==> config.mk <==
export PLATFORM = sky130hd
export DESIGN_NAME = bidir_pad_sequencer
export DESIGN_NICKNAME = d
export VERILOG_FILES = /design/src/rtl/bidir_pad_sequencer_pkg.sv /design/src/rtl/bidir_pad_sequencer_pad_sync2.sv /design/src/rtl/bidir_pad_sequencer.sv
export SDC_FILE = /design/constraint.sdc
export NUM_CORES = 1
export LEC_CHECK = 0
export ABC_AREA = 1
export CORE_UTILIZATION = 40
export DETAILED_ROUTE_END_ITERATION = 10
export GPL_ROUTABILITY_DRIVEN = 0
export PLACE_DENSITY = 0.59
export SYNTH_ARGS = -nofsm -noshare
export SYNTH_HDL_FRONTEND = slang
export SYNTH_SLANG_ARGS = --single-unit
==> constraint.sdc <==
create_clock -name CLK -period 1.6 [get_ports CLK]
set_clock_uncertainty 0.15 [all_clocks]
set_input_delay 0.16 -clock CLK [delete_from_list [all_inputs] [get_ports CLK]]
set_output_delay 0.16 -clock CLK [all_outputs]
set_load 0.02 [all_outputs]
==> src/rtl/bidir_pad_sequencer_pkg.sv <==
`default_nettype none
// ============================================================================
// Module      : bidir_pad_sequencer_pkg
// Description : Shared state encodings, parameter defaults and pad constants
//               for the bidirectional single-wire pad sequencer.
// Revision    : 1.0 - initial release
// ============================================================================
package bidir_pad_sequencer_pkg;

    // Parameter defaults
    localparam int c_BIT_DIV_DEFAULT      = 4;
    localparam int c_TURN_CYC_DEFAULT     = 2;
    localparam int c_TIMEOUT_BITS_DEFAULT = 4;

    // FSM encodings
    localparam int         c_STATE_W       = 3;
    localparam logic [2:0] c_ST_IDLE       = 3'd0;
    localparam logic [2:0] c_ST_TX         = 3'd1;
    localparam logic [2:0] c_ST_TURN       = 3'd2;
    localparam logic [2:0] c_ST_WAIT_START = 3'd3;
    localparam logic [2:0] c_ST_RX         = 3'd4;
    localparam logic [2:0] c_ST_DONE       = 3'd5;

    // Idle (released / pulled-up) pad level
    localparam logic c_PAD_IDLE = 1'b1;

    // Frame bit indices: TX index 0 is the start bit, 1..8 are D7..D0;
    // RX index 0..7 are D7..D0
    localparam logic [3:0] c_TX_LAST_BIT = 4'd8;
    localparam logic [3:0] c_RX_LAST_BIT = 4'd7;

endpackage
`default_nettype wire

==> src/rtl/bidir_pad_sequencer_pad_sync2.sv <==
`default_nettype none
// ============================================================================
// Module      : pad_sync2
// Description : Two-flop synchronizer for the asynchronous pad readback.
//               Resets to the released pad level so that no start bit is
//               seen while coming out of reset.
// Revision    : 1.0 - initial release
// ============================================================================
module pad_sync2
    import bidir_pad_sequencer_pkg::*;
(
    input  logic CLK,
    input  logic RSTN,
    input  logic i_async,
    output logic o_sync
);

    logic [1:0] r_sync;

    // Shift the asynchronous pad level through two flops
    always_ff @(posedge CLK or negedge RSTN) begin
        if (!RSTN) begin
            r_sync <= {2{c_PAD_IDLE}};
        end else begin
            r_sync <= {r_sync[0], i_async};
        end
    end

    assign o_sync = r_sync[1];

endmodule
`default_nettype wire

==> src/rtl/bidir_pad_sequencer.sv <==
`default_nettype none
// ============================================================================
// Module      : bidir_pad_sequencer
// Description : Sends one byte (start bit + D7..D0) on a bidirectional pad,
//               releases the bus, and optionally receives a one-byte
//               response with start-bit qualification and timeout.
// Revision    : 1.0 - initial release
// ============================================================================
module bidir_pad_sequencer
    import bidir_pad_sequencer_pkg::*;
#(
    parameter int BIT_DIV      = c_BIT_DIV_DEFAULT,
    parameter int TURN_CYC     = c_TURN_CYC_DEFAULT,
    parameter int TIMEOUT_BITS = c_TIMEOUT_BITS_DEFAULT
) (
    input  logic       CLK,
    input  logic       RSTN,
    input  logic       TX_VALID,
    input  logic [7:0] TX_DATA,
    input  logic       RSP_EN,
    output logic       TX_READY,
    output logic [7:0] RX_DATA,
    output logic       RX_VALID,
    output logic       RX_ERR,
    output logic       PAD_I,
    output logic       PAD_T,
    input  logic       PAD_O
);

    // One shared cycle counter serves bit timing, turnaround and half-bit
    localparam int c_CNT_MAX = (BIT_DIV > TURN_CYC) ? BIT_DIV : TURN_CYC;
    localparam int c_CNT_W   = (c_CNT_MAX > 1) ? $clog2(c_CNT_MAX) : 1;
    localparam int c_TO_MAX  = TIMEOUT_BITS * BIT_DIV;
    localparam int c_TO_W    = (c_TO_MAX > 1) ? $clog2(c_TO_MAX) : 1;

    localparam logic [c_CNT_W-1:0] c_CNT_ONE  = c_CNT_W'(1);
    localparam logic [c_CNT_W-1:0] c_BIT_LAST = c_CNT_W'(BIT_DIV - 1);
    localparam logic [c_CNT_W-1:0] c_HALF_LAST = c_CNT_W'(BIT_DIV / 2 - 1);
    localparam logic [c_CNT_W-1:0] c_TURN_LAST = c_CNT_W'(TURN_CYC - 1);
    localparam logic [c_TO_W-1:0]  c_TO_ONE   = c_TO_W'(1);
    localparam logic [c_TO_W-1:0]  c_TO_LAST  = c_TO_W'(c_TO_MAX - 1);

    logic [c_STATE_W-1:0] r_state;
    logic [c_CNT_W-1:0]   r_cnt;
    logic [c_TO_W-1:0]    r_to;
    logic [3:0]           r_bit_idx;
    logic [7:0]           r_tx_sh;
    logic [6:0]           r_rx_sh;
    logic                 r_rsp_en;
    logic                 r_hunt;
    logic                 r_pad_i;
    logic                 r_pad_t;
    logic [7:0]           r_rx_data;
    logic                 r_rx_valid;
    logic                 r_rx_err;
    logic                 w_pad_sync;

    pad_sync2 u_pad_sync2 (
        .CLK     (CLK),
        .RSTN    (RSTN),
        .i_async (PAD_O),
        .o_sync  (w_pad_sync)
    );

    // Sequencer FSM: transmit, turnaround, start-bit hunt, receive
    always_ff @(posedge CLK or negedge RSTN) begin
        if (!RSTN) begin
            r_state    <= c_ST_IDLE;
            r_cnt      <= '0;
            r_to       <= '0;
            r_bit_idx  <= '0;
            r_tx_sh    <= '0;
            r_rx_sh    <= '0;
            r_rsp_en   <= 1'b0;
            r_hunt     <= 1'b0;
            r_pad_i    <= c_PAD_IDLE;
            r_pad_t    <= 1'b1;
            r_rx_data  <= '0;
            r_rx_valid <= 1'b0;
            r_rx_err   <= 1'b0;
        end else begin
            r_rx_valid <= 1'b0;
            r_rx_err   <= 1'b0;
            case (r_state)
                c_ST_IDLE: begin
                    if (TX_VALID) begin
                        r_state   <= c_ST_TX;
                        r_tx_sh   <= TX_DATA;
                        r_rsp_en  <= RSP_EN;
                        r_pad_t   <= 1'b0;
                        r_pad_i   <= 1'b0;
                        r_cnt     <= '0;
                        r_bit_idx <= '0;
                    end
                end
                c_ST_TX: begin
                    if (r_cnt == c_BIT_LAST) begin
                        r_cnt <= '0;
                        if (r_bit_idx == c_TX_LAST_BIT) begin
                            r_state <= c_ST_TURN;
                            r_pad_t <= 1'b1;
                            r_pad_i <= c_PAD_IDLE;
                        end else begin
                            r_bit_idx <= r_bit_idx + 4'd1;
                            r_pad_i   <= r_tx_sh[7];
                            r_tx_sh   <= {r_tx_sh[6:0], 1'b0};
                        end
                    end else begin
                        r_cnt <= r_cnt + c_CNT_ONE;
                    end
                end
                c_ST_TURN: begin
                    if (r_cnt == c_TURN_LAST) begin
                        r_cnt <= '0;
                        if (r_rsp_en) begin
                            r_state <= c_ST_WAIT_START;
                            r_to    <= '0;
                            r_hunt  <= 1'b0;
                        end else begin
                            r_state <= c_ST_IDLE;
                        end
                    end else begin
                        r_cnt <= r_cnt + c_CNT_ONE;
                    end
                end
                c_ST_WAIT_START: begin
                    // A confirmed start bit wins over a coincident timeout
                    if (r_hunt && (r_cnt == c_HALF_LAST) && !w_pad_sync) begin
                        r_state   <= c_ST_RX;
                        r_cnt     <= '0;
                        r_to      <= '0;
                        r_hunt    <= 1'b0;
                        r_bit_idx <= '0;
                    end else if (r_to == c_TO_LAST) begin
                        r_state  <= c_ST_IDLE;
                        r_rx_err <= 1'b1;
                        r_cnt    <= '0;
                        r_to     <= '0;
                        r_hunt   <= 1'b0;
                    end else begin
                        // Timeout keeps running through false starts
                        r_to <= r_to + c_TO_ONE;
                        if (r_hunt) begin
                            if (r_cnt == c_HALF_LAST) begin
                                r_hunt <= 1'b0;
                                r_cnt  <= '0;
                            end else begin
                                r_cnt <= r_cnt + c_CNT_ONE;
                            end
                        end else if (!w_pad_sync) begin
                            r_hunt <= 1'b1;
                            r_cnt  <= '0;
                        end
                    end
                end
                c_ST_RX: begin
                    if (r_cnt == c_BIT_LAST) begin
                        r_cnt   <= '0;
                        r_rx_sh <= {r_rx_sh[5:0], w_pad_sync};
                        if (r_bit_idx == c_RX_LAST_BIT) begin
                            r_state    <= c_ST_DONE;
                            r_rx_data  <= {r_rx_sh, w_pad_sync};
                            r_rx_valid <= 1'b1;
                        end else begin
                            r_bit_idx <= r_bit_idx + 4'd1;
                        end
                    end else begin
                        r_cnt <= r_cnt + c_CNT_ONE;
                    end
                end
                c_ST_DONE: begin
                    r_state <= c_ST_IDLE;
                    r_cnt   <= '0;
                end
                default: begin
                    r_state <= c_ST_IDLE;
                    r_cnt   <= '0;
                    r_pad_t <= 1'b1;
                    r_pad_i <= c_PAD_IDLE;
                end
            endcase
        end
    end

    assign TX_READY = (r_state == c_ST_IDLE);
    assign RX_DATA  = r_rx_data;
    assign RX_VALID = r_rx_valid;
    assign RX_ERR   = r_rx_err;
    assign PAD_I    = r_pad_i;
    assign PAD_T    = r_pad_t;

endmodule
`default_nettype wire

Word-level counts from Yosys, hierarchy flattened
Index checks and enable logic that the tools add are counted.
W data, S select, Z words.
Storage, ports and cells
  input bits: 13
  memories: 0
  memory bits (read-only): 0
  bits in latches: 0
  register bits: 44
  memory bits (writable): 0
Operators by class
  div/mod/pow operators: 0
  shifts and indexed selects: 0
  add/sub/neg operators: 3
  muxes and demuxes: 55
  reduce and logical (&&, ||, !) cells: 19
  $mul: 0
  bitwise gates (word level): 1
  magnitude comparators: 0
  eq/ne operators: 22
Operators by type and width (number)
  $mux W4: 10
  $mux W3: 8
  $mux W8: 3
  $ne A2 B2 Y1 const B: 10
  $mux W1: 18
  $mux W2: 8
  $pmux W4 S4: 1
  $pmux W8 S2: 1
  $pmux W3 S5: 1
  $reduce_and A7 Y1: 2
  $reduce_and A3 Y1: 3
  $add A4 B1 Y4 const B: 2
  $eq A4 B4 Y1 const B: 2
  $pmux W2 S4: 1
  $pmux W4 S2: 1
  $reduce_and A4 Y1: 2
  $eq A3 B2 Y1 const B: 2
  $eq A3 B3 Y1 const B: 2
  $pmux W1 S3: 2
  $reduce_and A2 Y1: 3
  $ne A5 B5 Y1 const B: 1
  $eq A4 B3 Y1 const B: 1
  $reduce_bool A2 Y1: 2
  $reduce_bool A4 Y1: 1
  12 further kinds: 13

Depth between registers and ports, before layout
  word-level depth: 6
  gate-level depth with buffers: 10
  gate-level depth less buffers: 10

Modules after synthesis
A second synthesis with hierarchy kept.
Second synthesis, totals
  cells, all modules: 264
  area total of the unflattened synthesis: 2180.8 sq um
Modules (own cells, without submodules)
  bidir_pad_sequencer: cells an instance 262, times used 1, area each 2128.3 sq um
  pad_sync2: cells an instance 2, times used 1, area each 52.6 sq um

Worst setup path after synthesis
OpenSTA, ideal clock, no wires.
  path type: reg2reg
  from: register r_cnt[1]
  to: register r_bit_idx[2]
  data required time: 1.333 ns
  stages on the path, launching flop included: 10
  setup time: 0.117 ns
  setup slack: 0.008 ns
  period minus slack after synthesis: 1.592 ns
  buffers on the path: 0
  arrival time: 1.326 ns
  path through: dfrtp_1 inv_1 ha_1 nand3_1 nand2_1 nand2_1 nor2_2 nand2_1 nand2_1 nand2_1
Between the ends
  word-level cells in the longest chain between the ends: 5
  elaborated cells on any way between the ends: 8
  classes of those cells: eq/ne (5); reduce/logical (3)
RTL lines
  from (decl): line bidir_pad_sequencer.sv:44  | logic [c_CNT_W-1:0] r_cnt;
  from (signal assigned): line bidir_pad_sequencer.sv:109  | r_cnt <= r_cnt + c_CNT_ONE;
  from (signal assigned): line bidir_pad_sequencer.sv:123  | r_cnt <= r_cnt + c_CNT_ONE;
  from (signal assigned): line bidir_pad_sequencer.sv:148  | r_cnt <= r_cnt + c_CNT_ONE;
  $eq A2 B1 Y1: line bidir_pad_sequencer.sv:128  | if (r_hunt && (r_cnt == c_HALF_LAST) && !w_pad_sync) begin
  $logic_and A1 B1 Y1 (2 in series): line bidir_pad_sequencer.sv:128
  $ne A2 B2 Y1 (no source line)
  $reduce_and A7 Y1 (no source line) (*)
  to (signal assigned): line bidir_pad_sequencer.sv:104  | r_bit_idx <= r_bit_idx + 4'd1;
  to (signal assigned): line bidir_pad_sequencer.sv:165  | r_bit_idx <= r_bit_idx + 4'd1;
  to (decl): line bidir_pad_sequencer.sv:46  | logic [3:0] r_bit_idx;
Every way passes the cells marked *; elsewhere a longest branch is shown, timed or not.
A chain may end at the register's enable or synchronous reset.

Worst setup path after layout
  from: register r_state[1]
  to: register r_state[0]
Between the ends
  word-level cells in the longest chain between the ends: 3
  elaborated cells on any way between the ends: 14
  classes of those cells: eq/ne (11); mux (1); reduce/logical (2)
RTL lines
  from (decl): line bidir_pad_sequencer.sv:43  | logic [c_STATE_W-1:0] r_state;
  from (signal assigned): line bidir_pad_sequencer.sv:68  | r_state <= c_ST_IDLE;
  from (signal assigned): line bidir_pad_sequencer.sv:87  | r_state <= c_ST_TX;
  from (signal assigned): line bidir_pad_sequencer.sv:100  | r_state <= c_ST_TURN;
  $eq A3 B2 Y1 (tied with other cells): line bidir_pad_sequencer.sv:84  | case (r_state)
  $ne A3 B3 Y1 (no source line) or $ne A2 B2 Y1 (tied branches)
  $reduce_and A7 Y1 (no source line)
Parallel ways exist; a longest one is shown, timed or not.

==> results.sh <==
export IMPL_status="complete, no violations"
export IMPL_reg2reg_to="r_state[0]$_DFFE_PN0P_"
export IMPL_routed_wl_mm=5.359
export IMPL_use_met1=0.2329
export IMPL_synth_distinct_cells=30
export IMPL_grt_first_pass_wirelength_mm=8.452
export IMPL_leakagePower_nw=1.659
export IMPL_drv_slew=0
export IMPL_endpoint="r_state[0]$_DFFE_PN0P_"
export IMPL_use_met3=0.03810
export IMPL_cts_buffers=5
export IMPL_drt_pre_antenna_iters=4
export IMPL_rrSetupSlack_ps=10
export IMPL_slew_headroom=0.7127
export IMPL_cp_data_arrival_time_ps=1640
export IMPL_area_growth_pct=45.68
export IMPL_reg2reg_from="r_state[1]$_DFFE_PN0P_"
export IMPL_synth_xor_area_frac=0.01163
export IMPL_synth_top_family_by_area="simple AND/OR/NAND/NOR gates"
export IMPL_critPathKind="reg2reg"
export IMPL_path_clk_slew_ps=90
export IMPL_grt_setup_unrepaired="true"
export IMPL_grt_usage=0.1796
export IMPL_drtIter0Drc=65
export IMPL_grt_max_degree=28
export IMPL_final_layout_size_suffix_gt1_frac=0.3959
export IMPL_r2r_cells=7
export IMPL_maxCapViolCount=0
export IMPL_vdd_drop_max_mv=0.8653
export IMPL_fin_tns_setup_ps=0
export IMPL_cp_max_fo=6
export IMPL_cts_htree_levels=2
export IMPL_die_area_mm2=0.005954
export IMPL_max_freq_mhz=629.3
export IMPL_clock_sinks=44
export IMPL_busiest_layer="met2"
export IMPL_hold_viol_final=0
export IMPL_grtUsageMet2=0.2920
export IMPL_yosys_area_share_simple=0.2979
export IMPL_pre_cts_ws_ps=-168.8
export IMPL_ys_warn_count=0
export IMPL_synth_ff_latch_count=44
export IMPL_synthMuxAreaShare=0
export IMPL_drtAntennaViolNets=0
export IMPL_drcViolationCount=0
export IMPL_vias_per_cell=4.821
export IMPL_post_route_min_period_ps=1589
export IMPL_syn_area_per_cell_um2=8.400
export IMPL_cts_root_buf="clkbuf_8"
export IMPL_crit_start="r_state[1]$_DFFE_PN0P_"
export IMPL_syn_nets=288
export IMPL_grt_overflow=0
export IMPL_portBuffers=25
export IMPL_antenna_found_initial=0
export IMPL_die_x_um=77.16
export IMPL_synthAdderAreaFrac=0.03322
export IMPL_final_nets=359
export IMPL_finalSetupViolations=0
export IMPL_tightestPinTransition_ps=431.0
export IMPL_period_share=0.9931
export IMPL_syn_cell_area_mm2=0.002260
export IMPL_power_density_mw_per_mm2=1658
export IMPL_via_count=1991
export IMPL_cts_buffer_depth=2
export IMPL_yosysSeqAreaShare=0.4895
export IMPL_wl_per_cell_um=12.98
export IMPL_end_kind="flip-flop"
export IMPL_critPathLaunchType="flip-flop"
export IMPL_setup_ws_ps=10.98
export IMPL_cts_tree="built"
export IMPL_core_rowCount=27
export IMPL_pin_count=26
export IMPL_hpwl_mm=3.400
export IMPL_die_y_um=77.16
export IMPL_synthCells=269
export IMPL_cp_data_required_time_ps=1650
export IMPL_grt_pass1_vias=1866
export IMPL_insertion_delay_ps=310
export IMPL_core_area_mm2=0.005473
export IMPL_antenna_cells=0
export IMPL_synth_compound_area_frac=0.1085
export IMPL_hp_class="in2reg"
export IMPL_initial_utilization=0.4129
-- critical path: stages, from the launching register on --
cell     delay, ps
dfrtp_2        480
nor2_4         150
nand2_2         90
nor2_1         230
a21oi_4         80
buf_4          140
nand3_1         90
nand2_1         70
-- layout make-up --
type                            count  area (um^2)
Multi-Input combinational cell    196         1257
Clock buffer                        5        68.82
Clock inverter                      3        46.29
Timing Repair Buffer               68        620.6
Sequential cell                    44         1110
Tap cell                           72        90.09
Inverter                           25        98.84
Fill cell                         476         2181
-- sequential cells by signal (all words and copies together) (netlist names) --
name and count:
r_rx_sh 7, RX_ERR 1, u_pad_sync2.r_sync 2, r_bit_idx 4
r_hunt 1, PAD_T 1, RX_DATA 8, r_rsp_en 1
r_to 4, PAD_I 1, r_cnt 2, RX_VALID 1
r_tx_sh 8, r_state 3
-- synth_stat cells, drive strengths merged --
cell     n  share of area
nand3   24          0.061
nand4    2         0.0055
or2      9          0.025
xor2     2         0.0078
clkbuf   1         0.0017
buf      5          0.016
dfstp    4          0.047
o21ai   37          0.094
dfrtp   40           0.44
a21oi    3          0.012
xnor2    1         0.0039
nand3b   3          0.010
nand2   87           0.15
ha       6          0.033
nor2    19          0.044
o211ai   1         0.0033
inv     25          0.042
-- power by group --
| group | leakage [nW] | internal [W] | switching (W) |
|---|---|---|---|
| Combinational | 1.03 | 0.00132 | 0.00161 |
| Sequential | 0.572 | 0.00140 | 0.000233 |
| Clock | 0.0548 | 0.000471 | 0.000426 |
| Total | 1.66 | 0.00319 | 0.00227 |
-- worst min-delay path by stage --
stage          startpoint                         endpoint  slack, ps  cells after the start
6_report            PAD_O  u_pad_sync2.r_sync[0]$_DFF_PN1_        110                      1
5_1_grt             PAD_O  u_pad_sync2.r_sync[0]$_DFF_PN1_        120                      1
4_1_cts             PAD_O  u_pad_sync2.r_sync[0]$_DFF_PN1_        100                      1
3_5_place_dp         RSTN           r_tx_sh[4]$_DFFE_PN0P_        -20                      1
3_3_place_gp         RSTN           r_tx_sh[4]$_DFFE_PN0P_        -30                      1
2_1_floorplan        RSTN           RX_DATA[0]$_DFFE_PN0P_       -290                      0
-- layout by cell type, fill, tap and decap left out, types with 3 or more instances in the layout --
cell,instances
inv_2,6
nor2_1,9
nor2_4,6
o21ai_2,8
buf_4,36
nand3_4,4
clkbuf_8,5
o21ai_0,18
buf_6,4
dfstp_2,4
nand3_2,6
nand2_4,6
nand3_1,16
nand3b_1,3
inv_1,17
o21ai_1,11
or2_2,9
dfrtp_2,3
nand2_2,21
clkdlybuf4s50_1,14
dfrtp_1,37
dlymetal6s2s_1,7
nor2_2,3
nand2_1,59
ha_1,4
-- cells by family (layout without fill, tap and decap cells) --
logic type               count (synthesis)  after routing
flip-flops                              44             44
AO/OA/AOI/OAI                           41             41
buffers and inverters                   31            101
adder cells (fa/ha/maj)                  6              6
AND/OR/NAND/NOR                        144            146
XOR/XNOR                                 3              3
-- metal layers --
layer / vias up / part of all wire / wire (um)
met1: 949 / 0.45 / 2429
met2: 32 / 0.51 / 2713
li1: 1004 / - / -
met5: - / 0 / 0
met3: 6 / 0.027 / 147
met4: 0 / 0.013 / 68
-- metrics by stage --
step / cells / utilization / instance area [um^2] / total power (W) / hold slack [ps]
global placement: 392 / 0.5153 / 2820 / 0.003787 / -32.54
CTS: 404 / 0.5496 / 3008 / 0.004867 / 103.8
detailed placement: 392 / 0.5153 / 2820 / 0.003815 / -22.89
finish: 413 / 0.6015 / 3292 / 0.005457 / 109.2
floorplan: 269 / - / 2260 / 0.003071 / -285.6
global route: 413 / 0.6015 / 3292 / 0.005828 / 119.1
-- what timing repair did --
action,CTS,global route
pin swaps,4,15
hold endpoints to repair,33,0
setup buffers,2,8
setup endpoints to repair,31,45
gates resized for setup,21,68
cloned,1,1
hold buffers,1,0
No activity file was read; power rests on OpenSTA's default activity.
